## src/rtl/mem_access_unit.sv

```systemverilog
// mem_access_unit: MEM-stage load/store initiator for a word-organised, byte-selectable RAM.
// Optional MEM_ALIGN_EXC_EN: flag misaligned half/word accesses and skip the RAM cycle.
`default_nettype none

module mem_access_unit #(
    parameter int ADDR_W = 32,
    parameter int DATA_W = 32
) (
    input  logic              clk,
    input  logic              rst,
    input  logic              req_i,
    input  logic [2:0]        op_i,
    input  logic [ADDR_W-1:0] addr_i,
    input  logic [DATA_W-1:0] wdata_i,
    output logic [DATA_W-1:0] rdata_o,
    output logic              done_o,
    output logic              stallreq_o,
    output logic              align_err_o,
    output logic              mem_ce_o,
    output logic              mem_we_o,
    output logic [ADDR_W-1:0] mem_addr_o,
    output logic [3:0]        mem_sel_o,
    output logic [DATA_W-1:0] mem_data_o,
    input  logic [DATA_W-1:0] mem_data_i
);

    localparam logic [2:0] c_OP_LB  = 3'b000;
    localparam logic [2:0] c_OP_LBU = 3'b001;
    localparam logic [2:0] c_OP_LH  = 3'b010;
    localparam logic [2:0] c_OP_LHU = 3'b011;
    localparam logic [2:0] c_OP_LW  = 3'b100;
    localparam logic [2:0] c_OP_SB  = 3'b101;
    localparam logic [2:0] c_OP_SH  = 3'b110;
    localparam logic [2:0] c_OP_SW  = 3'b111;

    typedef enum logic [1:0] {
        S_IDLE   = 2'd0,
        S_ACCESS = 2'd1,
        S_DONE   = 2'd2
    } state_t;

    state_t            r_state;
    logic [2:0]        r_op;
    logic [DATA_W-1:0] r_rdata;
    logic              r_done;
    logic              r_ce;
    logic              r_we;
    logic [ADDR_W-1:0] r_addr;
    logic [3:0]        r_sel;
    logic [DATA_W-1:0] r_data;

    logic              w_is_store;
    logic              w_misalign;
    logic [3:0]        w_sel;
    logic [DATA_W-1:0] w_wdata;
    logic [7:0]        w_byte;
    logic [15:0]       w_half;
    logic [DATA_W-1:0] w_load;

    assign w_is_store = (op_i == c_OP_SB) || (op_i == c_OP_SH) || (op_i == c_OP_SW);

`ifdef MEM_ALIGN_EXC_EN
    logic r_align_err;
    assign w_misalign = (((op_i == c_OP_LH) || (op_i == c_OP_LHU) || (op_i == c_OP_SH)) && addr_i[0])
                     || (((op_i == c_OP_LW) || (op_i == c_OP_SW)) && (addr_i[1:0] != 2'b00));
    assign align_err_o = r_align_err;
`else
    assign w_misalign  = 1'b0;
    assign align_err_o = 1'b0;
`endif

    // Big-endian lanes: lowest byte address maps to data[31:24].
    always_comb begin
        w_sel   = 4'b1111;
        w_wdata = wdata_i;
        case (op_i)
            c_OP_LB, c_OP_LBU, c_OP_SB: begin
                w_sel   = 4'b1000 >> addr_i[1:0];
                w_wdata = {4{wdata_i[7:0]}};
            end
            c_OP_LH, c_OP_LHU, c_OP_SH: begin
                w_sel   = addr_i[1] ? 4'b0011 : 4'b1100;
                w_wdata = {2{wdata_i[15:0]}};
            end
            default: ;
        endcase
    end

    always_comb begin
        w_byte = 8'h00;
        case (r_addr[1:0])
            2'b00:   w_byte = mem_data_i[31:24];
            2'b01:   w_byte = mem_data_i[23:16];
            2'b10:   w_byte = mem_data_i[15:8];
            default: w_byte = mem_data_i[7:0];
        endcase
        w_half = r_addr[1] ? mem_data_i[15:0] : mem_data_i[31:16];
        case (r_op)
            c_OP_LB:  w_load = {{24{w_byte[7]}}, w_byte};
            c_OP_LBU: w_load = {24'h0, w_byte};
            c_OP_LH:  w_load = {{16{w_half[15]}}, w_half};
            c_OP_LHU: w_load = {16'h0, w_half};
            default:  w_load = mem_data_i;
        endcase
    end

    always_ff @(posedge clk or negedge rst) begin
        if (!rst) begin
            r_state <= S_IDLE;
            r_op    <= '0;
            r_rdata <= '0;
            r_done  <= 1'b0;
            r_ce    <= 1'b0;
            r_we    <= 1'b0;
            r_addr  <= '0;
            r_sel   <= '0;
            r_data  <= '0;
`ifdef MEM_ALIGN_EXC_EN
            r_align_err <= 1'b0;
`endif
        end else begin
            r_done <= 1'b0;
            case (r_state)
                S_IDLE: begin
                    if (req_i) begin
                        r_op <= op_i;
                        if (w_misalign) begin
                            r_state <= S_DONE;
                            r_done  <= 1'b1;
                            r_rdata <= '0;
`ifdef MEM_ALIGN_EXC_EN
                            r_align_err <= 1'b1;
`endif
                        end else begin
                            r_state <= S_ACCESS;
                            r_ce    <= 1'b1;
                            r_we    <= w_is_store;
                            r_addr  <= addr_i;
                            r_sel   <= w_sel;
                            r_data  <= w_is_store ? w_wdata : '0;
                        end
                    end
                end
                S_ACCESS: begin
                    // The RAM commits a store on this same edge; loads capture here.
                    if (!r_we) begin
                        r_rdata <= w_load;
                    end
                    r_state <= S_DONE;
                    r_done  <= 1'b1;
                    r_ce    <= 1'b0;
                    r_we    <= 1'b0;
                    r_addr  <= '0;
                    r_sel   <= '0;
                    r_data  <= '0;
                end
                S_DONE: begin
                    r_state <= S_IDLE;
`ifdef MEM_ALIGN_EXC_EN
                    r_align_err <= 1'b0;
`endif
                end
                default: r_state <= S_IDLE;
            endcase
        end
    end

    assign stallreq_o = ((r_state == S_IDLE) && req_i) || (r_state == S_ACCESS);
    assign rdata_o    = r_rdata;
    assign done_o     = r_done;
    assign mem_ce_o   = r_ce;
    assign mem_we_o   = r_we;
    assign mem_addr_o = r_addr;
    assign mem_sel_o  = r_sel;
    assign mem_data_o = r_data;

endmodule

`default_nettype wire

```

## config.mk

```make
export PLATFORM = sky130hd
export DESIGN_NAME = mem_access_unit
export DESIGN_NICKNAME = d
export VERILOG_FILES = /design/src/rtl/mem_access_unit.sv
export SDC_FILE = /design/constraint.sdc
export NUM_CORES = 1
export LEC_CHECK = 0
export CORE_ASPECT_RATIO = 2
export CORE_UTILIZATION = 43
export DETAILED_ROUTE_END_ITERATION = 12
export HOLD_SLACK_MARGIN = 0.02
export PLACE_DENSITY = 0.81
export SYNTH_ARGS = -nofsm -noshare
export SYNTH_HDL_FRONTEND = slang
export SYNTH_SLANG_ARGS = --single-unit
```

## constraint.sdc

```tcl
create_clock -name clk -period 2.4 [get_ports clk]
set_clock_uncertainty 0.2 [all_clocks]
set_input_delay 0.48 -clock clk [delete_from_list [all_inputs] [get_ports clk]]
set_output_delay 0.48 -clock clk [all_outputs]
set_load 0.02 [all_outputs]
```

==> results of run 1 <==
## synthesized netlist by cell type, drive strengths merged, types with 7 or more instances
master	count
a22o	8
mux2i	12
dfrtp	108
clkbuf	29
nand2	139
o21ai	50
o221ai	15
mux2	7
nor2	18
nand3	62
buf	13
inv	8
a22oi	8
## flip-flops by register name, summed over array words and instances, names as in the netlist
signal and count:
mem_addr_o 32, mem_data_o 32, rdata_o 32, mem_sel_o 4
r_op 3, r_state 2, done_o 1, mem_ce_o 1
mem_we_o 1
## area by class of cell
type                            instances  area, µm²  share of cell area (%)
Clock buffer                           10        239                    3.21
Tap cell                              140        175                    2.35
Sequential cell                       108       2700                    36.3
Inverter                                8       30.0                   0.403
Multi-Input combinational cell        367       1950                    26.2
Timing Repair Buffer                  232       2300                    30.9
Clock inverter                          6       46.3                   0.622
## power by group through the flow
stage	sequential (mW)	combinational, mW	clock [mW]
final	2.58	2.87	1.41
after global routing	2.64	3.06	1.53
after CTS	2.58	2.89	1.46
after detailed placement	2.61	2.88	0
after global placement	2.58	2.83	0
after floorplan	3.14	0.814	0
## cells by family (layout without fill, tap and decap cells)
group / count (synthesis) / after routing / share of synthesized area, %
DFF: 108 / 108 / 55.8
other: 1 / 1 / 0.0774
and+or+nand+nor: 247 / 247 / 22.3
buffers and inverters: 50 / 256 / 4.21
muxes: 20 / 20 / 4.57
AOI/OAI and AO/OA: 99 / 99 / 13.1
## what timing repair did
action | CTS | global route
pin swaps | 0 | 0
gates cloned | 0 | 0
gates resized for setup | 2 | 1
endpoints found under the setup margin | 2 | 2
## worst max-delay path: cells and delay by family, from the launching register on
family | cells | cell delay, ps
flip-flops | 1 | 440
buffers and inverters | 2 | 880
## final timing paths
| kind | start | end | slack (ps) |
|---|---|---|---|
| max in group asynchronous | rst | mem_addr_o[5] | 1530 |
| worst max register to register | mem_addr_o[0] | rdata_o[26] | 270 |
| worst min register to register | mem_ce_o | mem_ce_o | 280 |
| worst max-delay path | mem_addr_o[1] | mem_addr_o[1] | 60 |
| min in group clk | mem_ce_o | mem_ce_o | 280 |
| worst min-delay path | rst | rdata_o[12] | 0.03 |
## per-layer routing
layer | vias up | GRT usage, %
met3 | 43 | 4.14
met4 | 0 | 16.7
met1 | 2180 | 29.1
li1 | 2204 | -
met5 | - | 0
met2 | 230 | 47.8
==> flow_summary.json, run 1 <==
{
  "cts_buffers": 9,
  "grt_util_all_layers_pct": 26.8,
  "synthTopCellsByArea": "dfrtp_1, nand2_1, nand3_1",
  "place_area_um2": 7150,
  "fin_crit_sh_pct": 97.3,
  "final-setup-viol-count": 0,
  "outcome": "finished, final reports clean",
  "hold_ws_ps": 0.0336,
  "fillCellCount": 903,
  "core-area_um2": 10900,
  "ff2ff_path_depth": 5,
  "setup.worst_path.end_class": "output port",
  "required_ps": 1720,
  "ys_types": 40,
  "drive_gt1_share_pct": 8.07,
  "clkSinkCount": 108,
  "clock_latency_ps": 330,
  "drtIter0Drc": 172,
  "final_common_cell": "clkdlybuf4s50_1",
  "area_growth_syn_to_layout_pct": 53.7,
  "die_area_um2": 11700,
  "wl_met2_um": 8210,
  "die-width_um": 77.1,
  "crit_type": "flop to output port",
  "first_pass_iters": 5,
  "cap_violations": 0,
  "powerDensity_nw_per_um2": 920,
  "hold_path.class": "input pin to asynchronous set/reset pin",
  "route.met3.wl_um": 863,
  "ys_warn_count": 0,
  "cts_max_level": 3,
  "total_power_mw": 6.85,
  "top_layer_used": "met4",
  "rows": 54,
  "grt_pass1_wl_um": 24300,
  "utilization_pct": 68.0,
  "final_cell_mix": "clkdlybuf4s50_1, nand2_1, dfrtp_1, nand3_1, o21ai_0",
  "io_buffers": 205,
  "cts_tree": "yes",
  "dp_hpwl_um": 11500,
  "clock_path_buffers": 2,
  "synth-edff-count": 0,
  "power.share.clock_pct": 20.6,
  "p_leak_nw": 3.38,
  "dp.cells": 855,
  "detail_route.wl_per_cell_um": 17.5,
  "drc": 0,
  "root_buffer": "clkbuf_16",
  "antenna_left": 0,
  "intPower_mw": 4.37,
  "cp_slowest_cell": "clkdlybuf4s50_1",
  "ir_worst_vdd_v": 0.000557,
  "path_cells": "buf_6 > clkdlybuf4s50_1",
  "yosysTopAreaCell": "dfrtp_1",
  "start_kind": "flop",
  "grt_start_max_net_pins": 109,
  "hold_violations": 0,
  "vias": 4657,
  "yosysTopAreaCellShare_pct": 55.8,
  "p_seq_share_pct": 37.6,
  "fin_crit_ps": 2340,
  "cts_setup_buffers": 0,
  "synth.avg_cell_area_um2": 9.23,
  "place_ws_ps": -212,
  "stdcell_count": 871,
  "ys_seq_area_share_pct": 55.8,
  "avgViaCountPerCell": 5.35,
  "clk_pin_slew_ps": 70,
  "wl_met1_um": 5330,
  "wirelength_um": 15200,
  "finalSetupTns_ps": 0,
  "antenna_found_initial": 0,
  "hold_buffers": 0,
  "p_switching_mw": 2.48,
  "maxSlewHeadroom_pct": 60.4,
  "cpPeakStageDelay_ps": 630,
  "swShare_pct": 36.2,
  "grt.overflow.total": 0,
  "initial_core_util_pct": 44.3,
  "first_global_vias": 4734,
  "tightestPinTransition_ps": 594,
  "max_freq_ghz": 0.428,
  "synthCells": 525,
  "ys_ff_latch": 108,
  "slew_viol_final": 0,
  "place.gp.congestion": 0.956,
  "comb_power_share_pct": 41.8,
  "synth_area_um2": 4840,
  "die_h_um": 152,
  "arrival_ps": 1660,
  "final_area_um2": 7450,
  "async_flop_share_pct": 100,
  "antennaDiodeCount": 0,
  "synth_top_flop_cell": "dfrtp_1",
  "cp_max_fo": 24,
  "ioPinCount": 207,
  "fin_nets": 828,
  "finalWorstSetupSlack_ps": 63.7,
  "syn_nets": 627
}
Note: power is estimated with default switching activity, not from simulation.
==> run 2, diff against run 1 <==
CORE_UTILIZATION = 39   (was 43)
PLACE_DENSITY = 0.78   (was 0.81)
clock period = 2.05 ns   (was 2.4 ns; I/O delays follow)
==> flow_summary.json, run 2 (synthesized netlist as in run 1, its figures left out) <==
{
  "grt_pass1_wl_um": 25600,
  "hold_violations": 0,
  "first_global_vias": 4937,
  "dp_hpwl_um": 12600,
  "initial_core_util_pct": 40.0,
  "rows": 57,
  "vias": 4857,
  "total_power_mw": 8.16,
  "clock_latency_ps": 340,
  "clock_path_buffers": 2,
  "fin_crit_sh_pct": 99.8,
  "utilization_pct": 62.8,
  "hold_path_depth": 2,
  "p_seq_share_pct": 37.1,
  "io_buffers": 205,
  "cap_violations": 0,
  "final_cell_mix": "clkdlybuf4s50_1, nand2_1, dfrtp_1, nand3_1, o21ai_0",
  "cp-startpoint": "mem_addr_o[0]",
  "first_pass_iters": 5,
  "cp_max_fo": 7,
  "final-setup-viol-count": 0,
  "setup.worst_path.end_class": "flop",
  "required_ps": 2120,
  "ff2ff_path_depth": 5,
  "die_h_um": 160,
  "tightestPinTransition_ps": 542,
  "crit_type": "flop to flop",
  "grt_start_max_net_pins": 42,
  "root_buffer": "clkbuf_16",
  "power.share.clock_pct": 20.1,
  "wirelength_um": 16600,
  "p_switching_mw": 2.99,
  "cts_buffers": 9,
  "rsz0062_at_grt": "true",
  "drive_gt1_share_pct": 11.1,
  "grt_util_all_layers_pct": 26.6,
  "holdCritStartpoint": "rdata_o[1]",
  "hold_path.class": "flop to flop",
  "die-width_um": 80.8,
  "antenna_found_initial": 0,
  "cts_max_level": 3,
  "drc": 0,
  "avgViaCountPerCell": 5.46,
  "final_common_cell": "clkdlybuf4s50_1",
  "core-area_um2": 12100,
  "fin_crit_ps": 2050,
  "antennaDiodeCount": 0,
  "fin_nets": 839,
  "intPower_mw": 5.17,
  "detail_route.wl_per_cell_um": 18.7,
  "outcome": "finished, final reports clean",
  "dp.cells": 871,
  "drtIter0Drc": 316,
  "clk_pin_slew_ps": 70,
  "grt.overflow.total": 0,
  "finalWorstSetupSlack_ps": 3.45,
  "slew_viol_final": 0,
  "stdcell_count": 889,
  "area_growth_syn_to_layout_pct": 57.3,
  "clkSinkCount": 108,
  "place_ws_ps": -535,
  "powerDensity_nw_per_um2": 1070,
  "cts_tree": "yes",
  "max_freq_ghz": 0.489,
  "worstReg2RegStart": "mem_addr_o[0]",
  "ir_worst_vdd_v": 0.000700,
  "r2r_end": "rdata_o[17]",
  "antenna_left": 0,
  "p_leak_nw": 3.50,
  "ioPinCount": 207,
  "arrival_ps": 2120,
  "reg2reg_slack_ps": 3,
  "swShare_pct": 36.7,
  "hold_ws_ps": 284,
  "hold_end": "rdata_o[1]",
  "place.gp.congestion": 0.997,
  "start_kind": "flop",
  "comb_power_share_pct": 42.7,
  "die_area_um2": 12900,
  "maxSlewHeadroom_pct": 63.4
}
[run 2: per-layer routing]
layer  vias to the layer above  share of wire, %  track usage (%)
li1                       2227                 -                -
met1                      2300                34             28.6
met2                       272                53             46.5
met3                        58               7.0             5.43
met4                         0               5.5             15.4
met5                         -                 0                0
[run 2: worst max-delay path, cell delays in order, from the launching register on]
cell and delay, ps:
dfrtp_2 440, mux2i_2 160, mux4_2 470, or4_4 470
buf_6 170, nand3_2 60
[run 2: worst max path at each step]
stage	endpoint	slack (ps)	cells after the start
finish	rdata_o[17]	3	5
global route	rdata_o[17]	-30	5
CTS	rdata_o[29]	9	5
detailed placement	rdata_o[29]	-540	6
global placement	rdata_o[29]	-500	6
floorplan	rdata_o[21]	10	6
[run 2: repair_timing]
item	4_1_cts	5_1_grt
endpoints found under the setup margin	26	16
resized for setup	9	14
hold buffers	1	0
hold endpoints to repair	17	0
setup buffers	0	1
[run 2: metrics by stage]
stage | TNS, ps | cell area [µm²]
after floorplan | 0 | 4850
after global placement | -17310 | 7250
after detailed placement | -20340 | 7250
after CTS | 0 | 7560
after global routing | -193 | 7620
final | 0 | 7620
[run 2: power groups by stage]
| stage | clock (mW) | sequential [mW] | combinational [mW] |
|---|---|---|---|
| floorplan | 0 | 3.68 | 0.953 |
| global placement | 0 | 3.03 | 3.35 |
| detailed placement | 0 | 3.07 | 3.43 |
| CTS | 1.71 | 3.03 | 3.44 |
| global route | 1.78 | 3.10 | 3.74 |
| finish | 1.64 | 3.03 | 3.49 |
[run 2: final cells by class]
cell class | instances | area, µm²
fill | 1046 | 4500
timing repair buffer | 243 | 2410
clock inverter | 6 | 46.3
sequential | 108 | 2700
tap | 147 | 184
clock buffer | 10 | 239
inverter | 8 | 30.0
multi-input combinational | 367 | 2000
==> run 3, diff against run 2 <==
CAP_MARGIN = 20   (was unset)
==> results of run 3 <==
The final DEF is identical to that of run 2; final timing and power are the same.
